### config.mk
export PLATFORM = sky130hd
export DESIGN_NAME = mult_div_ctrl
export DESIGN_NICKNAME = d
export VERILOG_FILES = /design/src/rtl/mult_div_ctrl.sv
export SDC_FILE = /design/constraint.sdc
export NUM_CORES = 1
export LEC_CHECK = 0
export ABC_CLOCK_PERIOD_IN_PS = 5850
export BUFFER_PORTS_ARGS = -buffer_cell sky130_fd_sc_hd__buf_2
export CAP_MARGIN = 20
export CORE_MARGIN = 5
export CORE_UTILIZATION = 39
export CTS_BUF_LIST = sky130_fd_sc_hd__clkbuf_8
export DETAILED_ROUTE_END_ITERATION = 8
export GPL_ROUTABILITY_DRIVEN = 0
export HOLD_SLACK_MARGIN = 0.1
export REMOVE_ABC_BUFFERS = 1
export SETUP_SLACK_MARGIN = 0.3
export SYNTH_ARGS = -nofsm -noshare
export SYNTH_HDL_FRONTEND = slang
export SYNTH_SLANG_ARGS = --single-unit
### constraint.sdc
create_clock -name clk -period 5.85 [get_ports clk]
set_input_delay 0.8775 -clock clk [delete_from_list [all_inputs] [get_ports clk]]
set_output_delay 0.8775 -clock clk [all_outputs]
set_load 0.01 [all_outputs]
### src/rtl/mult_div_ctrl.sv
// mult_div_ctrl: EX-stage sequencer for the shared multiply/divide unit.
// Launches the unit, stalls the pipe until the 64-bit result is committed,
// and owns the architectural HI/LO registers.
module mult_div_ctrl #(
    parameter int unsigned MULT_LATENCY = 2,
    parameter int unsigned CNT_W        = 4
) (
    input  logic        clk,
    input  logic        rst_n,
    input  logic        stall_all_i,
    input  logic        flush_i,
    input  logic        op_valid_i,
    input  logic [5:0]  funct_i,
    input  logic [31:0] operand_1_i,
    input  logic [31:0] operand_2_i,
    output logic        unit_start_o,
    output logic        unit_is_div_o,
    output logic        unit_signed_o,
    output logic [31:0] unit_op1_o,
    output logic [31:0] unit_op2_o,
    output logic        unit_cancel_o,
    input  logic        unit_done_i,
    input  logic [63:0] unit_result_i,
    output logic        stall_req_o,
    output logic        hilo_busy_o,
    output logic [31:0] hi_o,
    output logic [31:0] lo_o
);

    localparam int unsigned XLEN    = 32;
    localparam int unsigned RES_W   = 2 * XLEN;
    localparam int unsigned FUNCT_W = 6;

    localparam logic [FUNCT_W-1:0] F_MTHI  = 6'h11;
    localparam logic [FUNCT_W-1:0] F_MTLO  = 6'h13;
    localparam logic [FUNCT_W-1:0] F_MULT  = 6'h18;
    localparam logic [FUNCT_W-1:0] F_MULTU = 6'h19;
    localparam logic [FUNCT_W-1:0] F_DIV   = 6'h1A;
    localparam logic [FUNCT_W-1:0] F_DIVU  = 6'h1B;

    localparam logic [CNT_W-1:0] CNT_LAST = CNT_W'(MULT_LATENCY - 1);

    typedef enum logic [1:0] {
        S_IDLE     = 2'd0,
        S_MUL_WAIT = 2'd1,
        S_DIV_WAIT = 2'd2,
        S_DONE     = 2'd3
    } state_e;

    state_e            state_q, state_d;
    logic [CNT_W-1:0]  cnt_q, cnt_d;
    logic [RES_W-1:0]  buf_q, buf_d;
    logic [XLEN-1:0]   hi_q, hi_d;
    logic [XLEN-1:0]   lo_q, lo_d;
    logic              is_div_q, is_div_d;
    logic              signed_q, signed_d;
    logic [XLEN-1:0]   op1_q, op1_d;
    logic [XLEN-1:0]   op2_q, op2_d;

    logic              issue_ok;
    logic              is_muldiv;
    logic              dec_div;
    logic              dec_signed;
    logic              div_by_zero;

    // Instruction decode; issue is also blocked while reset is asserted
    assign issue_ok    = rst_n & op_valid_i & ~stall_all_i & ~flush_i;
    assign is_muldiv   = (funct_i == F_MULT) | (funct_i == F_MULTU) |
                         (funct_i == F_DIV)  | (funct_i == F_DIVU);
    assign dec_div     = (funct_i == F_DIV)  | (funct_i == F_DIVU);
    assign dec_signed  = (funct_i == F_MULT) | (funct_i == F_DIV);
    assign div_by_zero = dec_div & (operand_2_i == '0);

    // State register and datapath registers
    always_ff @(posedge clk or negedge rst_n) begin
        if (!rst_n) begin
            state_q  <= S_IDLE;
            cnt_q    <= '0;
            buf_q    <= '0;
            hi_q     <= '0;
            lo_q     <= '0;
            is_div_q <= 1'b0;
            signed_q <= 1'b0;
            op1_q    <= '0;
            op2_q    <= '0;
        end else begin
            state_q  <= state_d;
            cnt_q    <= cnt_d;
            buf_q    <= buf_d;
            hi_q     <= hi_d;
            lo_q     <= lo_d;
            is_div_q <= is_div_d;
            signed_q <= signed_d;
            op1_q    <= op1_d;
            op2_q    <= op2_d;
        end
    end

    // Next-state, launch/cancel pulses and stall generation
    always_comb begin
        state_d       = state_q;
        cnt_d         = cnt_q;
        buf_d         = buf_q;
        hi_d          = hi_q;
        lo_d          = lo_q;
        is_div_d      = is_div_q;
        signed_d      = signed_q;
        op1_d         = op1_q;
        op2_d         = op2_q;
        unit_start_o  = 1'b0;
        unit_cancel_o = 1'b0;
        stall_req_o   = 1'b0;

        unique case (state_q)
            S_IDLE: begin
                if (issue_ok && is_muldiv) begin
                    stall_req_o = 1'b1;
                    op1_d       = operand_1_i;
                    op2_d       = operand_2_i;
                    is_div_d    = dec_div;
                    signed_d    = dec_signed;
                    if (div_by_zero) begin
                        // Divide by zero never reaches the unit
                        buf_d   = {operand_1_i, {XLEN{1'b1}}};
                        state_d = S_DONE;
                    end else begin
                        unit_start_o = 1'b1;
                        cnt_d        = '0;
                        state_d      = dec_div ? S_DIV_WAIT : S_MUL_WAIT;
                    end
                end else if (issue_ok) begin
                    if (funct_i == F_MTHI) hi_d = operand_1_i;
                    if (funct_i == F_MTLO) lo_d = operand_1_i;
                end
            end
            S_MUL_WAIT: begin
                stall_req_o = 1'b1;
                cnt_d       = cnt_q + CNT_W'(1);
                if (flush_i) begin
                    unit_cancel_o = 1'b1;
                    state_d       = S_IDLE;
                end else if (cnt_q == CNT_LAST) begin
                    buf_d   = unit_result_i;
                    state_d = S_DONE;
                end
            end
            S_DIV_WAIT: begin
                stall_req_o = 1'b1;
                if (flush_i) begin
                    unit_cancel_o = 1'b1;
                    state_d       = S_IDLE;
                end else if (unit_done_i) begin
                    buf_d   = unit_result_i;
                    state_d = S_DONE;
                end
            end
            S_DONE: begin
                if (flush_i) begin
                    state_d = S_IDLE;
                end else if (!stall_all_i) begin
                    hi_d    = buf_q[RES_W-1:XLEN];
                    lo_d    = buf_q[XLEN-1:0];
                    state_d = S_IDLE;
                end
            end
            default: state_d = S_IDLE;
        endcase
    end

    // Register-driven outputs
    assign unit_is_div_o = is_div_q;
    assign unit_signed_o = signed_q;
    assign unit_op1_o    = op1_q;
    assign unit_op2_o    = op2_q;
    assign hilo_busy_o   = (state_q != S_IDLE);
    assign hi_o          = hi_q;
    assign lo_o          = lo_q;

endmodule

==> run summary, run 1 <==
### Run status
* completed — result of the run

### Cells and area
* 1297 — number of cells in the finished layout apart from fillers
* 49.18% — fraction of final layout cells sized beyond drive strength 1
* 4010 µm² — total area of multi-input combinational cells
* 1112 — Total Nets Final
* 2187 — final-layout fill cell count
* 5005 µm² — area taken by flip-flops and latches
* 22.93% — area added between synthesis and finish
* 0 — Antenna diodes

### Timing
* 2.031 ns — Setup WS post-layout
* 0.01241 ns — Final Skew
* 0 — # setup viols final
* 0 — final count of hold timing violations
* 0.9007 ns — transition time at the pin with the least slew margin
* 0.2618 GHz — achievable frequency
* 3.819 ns — Final min period
* no — RSZ-0062 raised after global routing
* 0 ns — summed negative setup slack over all endpoints
* 39.95% — slew margin rel.
* 0 — Final Slew Violations
* 65.28% — period utilisation layout

### Critical path
* rst_n — launching instance or port of the critical path
* in -> out — CP Class
* output port — Setup crit end kind
* sky130_fd_sc_hd__clkbuf_8 — highest-delay cell along the critical path
* 2.94 ns — Crit path arrival time
* simple AND/OR/NAND/NOR gates — CP delay by family, top
* clkbuf_8 -> nand2_1 -> nor3_1 -> nand3_4 -> nor2_1 -> buf_2 — cells along the critical path
* input port — Critical Path Start Type
* 4.97 ns — endpoint required time on the critical path
* 0.55 ns — crit-path max cell delay
* state_q[1] — beginning of the worst register-to-register path
* 8 — worst reg-to-reg path cell count
* 2 — count of buffering cells on the critical path with inverters included
* 3.08 ns — Register-to-Register Setup Slack
* 6 — logic depth of the worst setup path including buffers
* 91 — largest driver fanout on the critical path
* unit_start_o — critical path capture point
* buf_q[49] — endpoint of the worst register-to-register path

### Clocking
* 0.11 ns — clock-pin slew on the worst setup and hold paths
* 200 — count of clock tree sinks
* 4 — H-tree levels
* 17 — number of clock buffers inserted by TritonCTS
* done — TritonCTS clock tree
* 0 — number of buffers added for setup after CTS
* 0 — cells resized by post-CTS repair
* 0 — CTS hold repair buffers
* sky130_fd_sc_hd__clkbuf_8 — cell chosen for the clock root
* 0.45 ns — insertion delay of the later-clocked pin in the worst-skew pair
* 2 — maximum clock insertion buffer count

### Placement
* 273 — Buffers on Ports
* 1.980 ns — minimum setup slack after placement
* 1265 — Placed Instances
* 15440 µm — placed wire-length estimate

### Synthesis
* sky130_fd_sc_hd__dfrtp_1 — most frequently used cell type in the post-synthesis netlist
* 54.44% — part of the Yosys area used for sequential elements
* 100.0% — async set-reset flop share out of synthesis
* sky130_fd_sc_hd__dfrtp_1 — largest area contributor in the netlist
* 200 x sky130_fd_sc_hd__dfrtp_1, 101 x sky130_fd_sc_hd__mux2_2, 71 x sky130_fd_sc_hd__nand2_1 — most numerous cell types in the synthesized netlist
* 13.02 µm² — Synth Area per Inst
* 0 — number of synthesized flops with an enable pin
* 9194 µm² — summed instance area of the synthesized netlist
* 200 — post-synthesis register bit count
* 0 — Synth warnings
* 54.44% — share of Yosys cell area claimed by the top area cell type
* 36 — number of distinct standard cells referenced by the synthesized netlist
* sky130_fd_sc_hd__dfrtp_1 54%, sky130_fd_sc_hd__mux2_2 12%, sky130_fd_sc_hd__mux2_4 9.8%, sky130_fd_sc_hd__mux2i_1 7.2%, sky130_fd_sc_hd__o21ai_0 3.7% — top post-synthesis cells by area
* 706 — gate count after technology mapping
* sky130_fd_sc_hd__dfrtp_1 — primary flip-flop cell chosen by synthesis mapping

### Die
* 56 — number of standard-cell rows in the floorplan
* 163.5 µm — DIE WIDTH
* 26740 µm² — area enclosed by the die boundary
* 23330 µm² — placeable core region
* 39.40% — initial cell density of the core
* 163.5 µm — die extent in y
* 274 — Boundary Pins

### Drt
* 0 — Antenna Nets Post-Route
* 269 — 1st-iter DRT viols
* 0 — residual DRC count
* 6287 — total number of vias
* 22540 µm — total wirelength of the detailed-routed design
* 4 — count of TritonRoute iterations in the first routing pass
* 17.38 µm — detailed-route wire length per cell
* 4.847 — ratio of routed vias to standard cells

### Pwr
* 0.5164 mV — worst vdd rail ir drop
* 5.723 nW — leakage power total
* 5.740 mW — Overall Power
* 507.8 nW/µm² — PD cells

### GRT
* 0 — GRT Residual Overflow
* 35990 µm — global-route wire length before repair
* 0 — antenna violations before repair
* 92 — pin count of the biggest net entering global routing
* 17.05% — total global routing track utilization
* 6694 — number of global-route vias before repair

### Flow run
* 0 — number of maximum-capacitance violations

### Min path
* in -> async — classification of the worst-slack hold path

flip-flops by register name, indices dropped and copies added (netlist names):
| register | flops |
|---|---|
| hi_o | 32 |
| unit_op2_o | 32 |
| unit_op1_o | 32 |
| buf_q | 64 |
| cnt_q | 4 |
| unit_signed_o | 1 |
| state_q | 2 |
| unit_is_div_o | 1 |
| lo_o | 32 |
how the worst min path moves through the flow:
stage          cells after the start       from             end
6_report                           1      rst_n  unit_op1_o[24]
5_1_grt                            1      rst_n  unit_op2_o[23]
4_1_cts                            1      rst_n  unit_op2_o[23]
3_5_place_dp                       2    hi_o[4]         hi_o[4]
3_3_place_gp                       2    hi_o[3]         hi_o[3]
2_1_floorplan                      1  buf_q[49]       buf_q[49]
cell families after synthesis:
group | Yosys count | share of synthesized area (%)
flops | 200 | 54.44
compound gates | 87 | 5.267
mux | 227 | 29.35
buf+inv | 49 | 2.599
simple gates | 136 | 7.390
fa+ha+maj | 7 | 0.9526
per-layer routing:
| metal | vias up | part of all wire (%) | global-route usage, % |
|---|---|---|---|
| met5 | - | 0 | 0 |
| met4 | 0 | 1.4 | 4.689 |
| met3 | 19 | 4.9 | 3.179 |
| met2 | 154 | 49 | 29.11 |
| met1 | 3105 | 45 | 22.31 |
| li1 | 3009 | - | - |
through the flow:
step,util [%],instance area [µm²],hold WS [ns]
5_1_grt,48.44,11300,0.4703
3_5_place_dp,46.63,10880,0.4663
2_1_floorplan,-,8985,0.4792
4_1_cts,48.44,11300,0.4569
3_3_place_gp,46.63,10880,0.4560
6_report,48.44,11300,0.4594
report_power, final:
group | switching, mW | internal, mW
registers | 0.288 | 1.89
logic | 1.26 | 1.37
clock network | 0.547 | 0.384
cell type report:
class	instances	share of cell area, %
Sequential cell	200	44.28
Clock buffer	19	2.314
Tap cell	319	3.531
Clock inverter	13	1.428
Multi-Input combinational cell	457	35.48
Inverter	8	0.2657
Timing Repair Buffer	281	12.70
placed cells by master (no fill, tap or decap), types with 3 or more instances in the layout:
cell type	instances
sky130_fd_sc_hd__a21oi_1	4
sky130_fd_sc_hd__buf_2	272
sky130_fd_sc_hd__buf_4	8
sky130_fd_sc_hd__clkbuf_8	20
sky130_fd_sc_hd__clkinv_8	3
sky130_fd_sc_hd__dfrtp_1	200
sky130_fd_sc_hd__ha_1	5
sky130_fd_sc_hd__inv_1	8
sky130_fd_sc_hd__inv_6	4
sky130_fd_sc_hd__mux2_2	101
sky130_fd_sc_hd__mux2_4	60
sky130_fd_sc_hd__mux2i_1	66
sky130_fd_sc_hd__nand2_1	71
sky130_fd_sc_hd__nand2b_1	33
sky130_fd_sc_hd__nor2_1	6
sky130_fd_sc_hd__nor3_1	3
sky130_fd_sc_hd__nor4_1	9
sky130_fd_sc_hd__o21ai_0	68
worst register-to-register path: stages (launching register included):
cell and delay (ns):
sky130_fd_sc_hd__dfrtp_1 0.43, sky130_fd_sc_hd__inv_1 0.17, sky130_fd_sc_hd__ha_1 0.33, sky130_fd_sc_hd__inv_1 0.14, sky130_fd_sc_hd__o2111ai_1 0.27, sky130_fd_sc_hd__nor2_1 0.11
sky130_fd_sc_hd__a21oi_4 0.18, sky130_fd_sc_hd__buf_4 0.60, sky130_fd_sc_hd__mux2_2 0.44
(Power assumes the default switching activity.)
==> run 2: changes to the inputs <==
- ABC_CLOCK_PERIOD_IN_PS: 5850 -> 3980
- clock period: 5.85 -> 3.98 ns (I/O delays scaled with it)
==> run 2 against run 1 <==
  * Global-route usage down 0.088 points
  * Die area unchanged
  * Worst hold slack lost 0.11 ns
  * Sequential cell count unchanged
  * Clock power grew 43%
  * Clock skew rose by 0.0079 ns
  * Setup slack worse by 1.4 ns
  * First-iteration DRC count fell by 14%
  * Via count about the same
  * Routed wire length fell by 0.20%
  * Critical path type unchanged
  * Critical endpoint unchanged
  * Highest routed layer unchanged
==> run summary, run 2 (synthesis gave the netlist of run 1 again) <==
### Cells and area
* 1115 — Total Nets Final
* 0 — Antenna diodes
* sky130_fd_sc_hd__buf_2 — most common library cell in the layout ignoring fill and taps
* buf_q — Top reg by flops
* 11300 µm² — final instance area
* 22.92% — area added between synthesis and finish
* 49.24% — fraction of final layout cells sized beyond drive strength 1
* 2159 — final-layout fill cell count
* 4010 µm² — total area of multi-input combinational cells
* 64 — number of flip-flops in the largest register
* 5005 µm² — area taken by flip-flops and latches
* 272 x sky130_fd_sc_hd__buf_2, 200 x sky130_fd_sc_hd__dfrtp_1, 101 x sky130_fd_sc_hd__mux2_2, 71 x sky130_fd_sc_hd__nand2_1, 68 x sky130_fd_sc_hd__o21ai_0 — highest-count cells in the layout ignoring fill and taps
* 1300 — number of cells in the finished layout apart from fillers

### Drt
* 4.832 — ratio of routed vias to standard cells
* 6281 — total number of vias
* 5 — count of TritonRoute iterations in the first routing pass
* 231 — 1st-iter DRT viols
* 17.31 µm — detailed-route wire length per cell
* 0 — residual DRC count
* 0 — Antenna Nets Post-Route
* 22500 µm — total wirelength of the detailed-routed design

### Die
* 56 — number of standard-cell rows in the floorplan
* 163.5 µm — DIE WIDTH
* 23330 µm² — placeable core region
* 39.40% — initial cell density of the core
* 26740 µm² — area enclosed by the die boundary
* 274 — Boundary Pins
* 163.5 µm — die extent in y

### Clocking
* 4 — H-tree levels
* sky130_fd_sc_hd__clkbuf_8 — cell chosen for the clock root
* 0.46 ns — insertion delay of the later-clocked pin in the worst-skew pair
* 2 — maximum clock insertion buffer count
* 200 — count of clock tree sinks
* 0.11 ns — clock-pin slew on the worst setup and hold paths
* 0 — cells resized by post-CTS repair
* done — TritonCTS clock tree
* 17 — number of clock buffers inserted by TritonCTS

### Timing
* 0.7997 ns — transition time at the pin with the least slew margin
* 46.68% — slew margin rel.
* 0.3522 ns — hold slack final
* 0.2957 GHz — achievable frequency
* 84.97% — period utilisation layout
* 0 ns — summed negative setup slack over all endpoints
* 0.02034 ns — Final Skew
* 0 — # setup viols final
* 3.382 ns — Final min period
* 0 — Final Slew Violations
* 0.5982 ns — Setup WS post-layout
* 0 — final count of hold timing violations
* no — RSZ-0062 raised after global routing

### Critical path
* state_q[1] — beginning of the worst register-to-register path
* input port — Critical Path Start Type
* 3.38 ns — endpoint required time on the critical path
* output port — Setup crit end kind
* rst_n — launching instance or port of the critical path
* 29 — largest driver fanout on the critical path
* in -> out — CP Class
* 1.31 ns — Register-to-Register Setup Slack
* 8 — worst reg-to-reg path cell count
* 2.78 ns — Crit path arrival time
* unit_start_o — critical path capture point
* buf_q[49] — endpoint of the worst register-to-register path

### Min path
* in -> reg — classification of the worst-slack hold path

### Placement
* 273 — Buffers on Ports
* 1267 — Placed Instances
* 10890 µm² — placed cell area
* 0.9365 ns — minimum setup slack after placement
* 15550 µm — placed wire-length estimate

### Pwr
* 743.5 nW/µm² — PD cells
* 5.727 nW — leakage power total
* 0.5053 mV — worst vdd rail ir drop

### GRT
* 65 — pin count of the biggest net entering global routing
* 0 — antenna violations before repair
* 35780 µm — global-route wire length before repair
* 16.96% — total global routing track utilization
* 0 — GRT Residual Overflow
* 6569 — number of global-route vias before repair

### Run status
* completed — result of the run

### Flow run
* 0 — number of maximum-capacitance violations

## run 2: layout make-up
class	instances	area share, %
clock buffers	17	2.070
clock inverters	15	1.439
inverters	8	0.2657
multi-input cells	457	35.49
flip-flops and latches	200	44.29
well taps	319	3.532
repair buffers	284	12.92
## run 2: what timing repair did
action	CTS	global route
buffers inserted	0	0
hold buffers	1	0
endpoints found under the hold margin	26	0
## run 2: critical path, cell delays in order
cell and delay, ns:
sky130_fd_sc_hd__dlygate4sd3_1 0.54, sky130_fd_sc_hd__clkbuf_8 0.27, sky130_fd_sc_hd__nand2_1 0.08, sky130_fd_sc_hd__nor3_1 0.38, sky130_fd_sc_hd__nand3_4 0.37, sky130_fd_sc_hd__nor2_1 0.33, sky130_fd_sc_hd__buf_2 0.20
## run 2: report_power, final
group / internal [mW] / switching [mW] / total (mW)
registers: 2.78 / 0.405 / 3.18
logic: 2.02 / 1.87 / 3.89
clock network: 0.526 / 0.807 / 1.33
## run 2: routing by layer
layer	vias to the layer above	share of wire, %	track usage [%]
li1	3017	-	-
met1	3096	45	22.32
met2	153	49	28.55
met3	15	5.3	3.684
met4	0	1.0	4.461
met5	-	0	0
## run 2: worst min path at each step
stage,from,endpoint,slack [ns],cells after the start
detailed placement,unit_signed_o,unit_signed_o,0.46,2
finish,funct_i[0],unit_signed_o,0.35,2
global route,funct_i[0],unit_signed_o,0.32,2
global placement,hi_o[3],hi_o[3],0.46,2
floorplan,rst_n,buf_q[0],0.30,0
CTS,funct_i[0],unit_signed_o,0.31,2
## run 2: through the flow
| stage | util (%) | power, mW |
|---|---|---|
| finish | 48.43 | 8.402 |
| global route | 48.43 | 8.985 |
| CTS | 48.43 | 8.531 |
| detailed placement | 46.69 | 7.179 |
| global placement | 46.69 | 7.107 |
| floorplan | - | 6.007 |
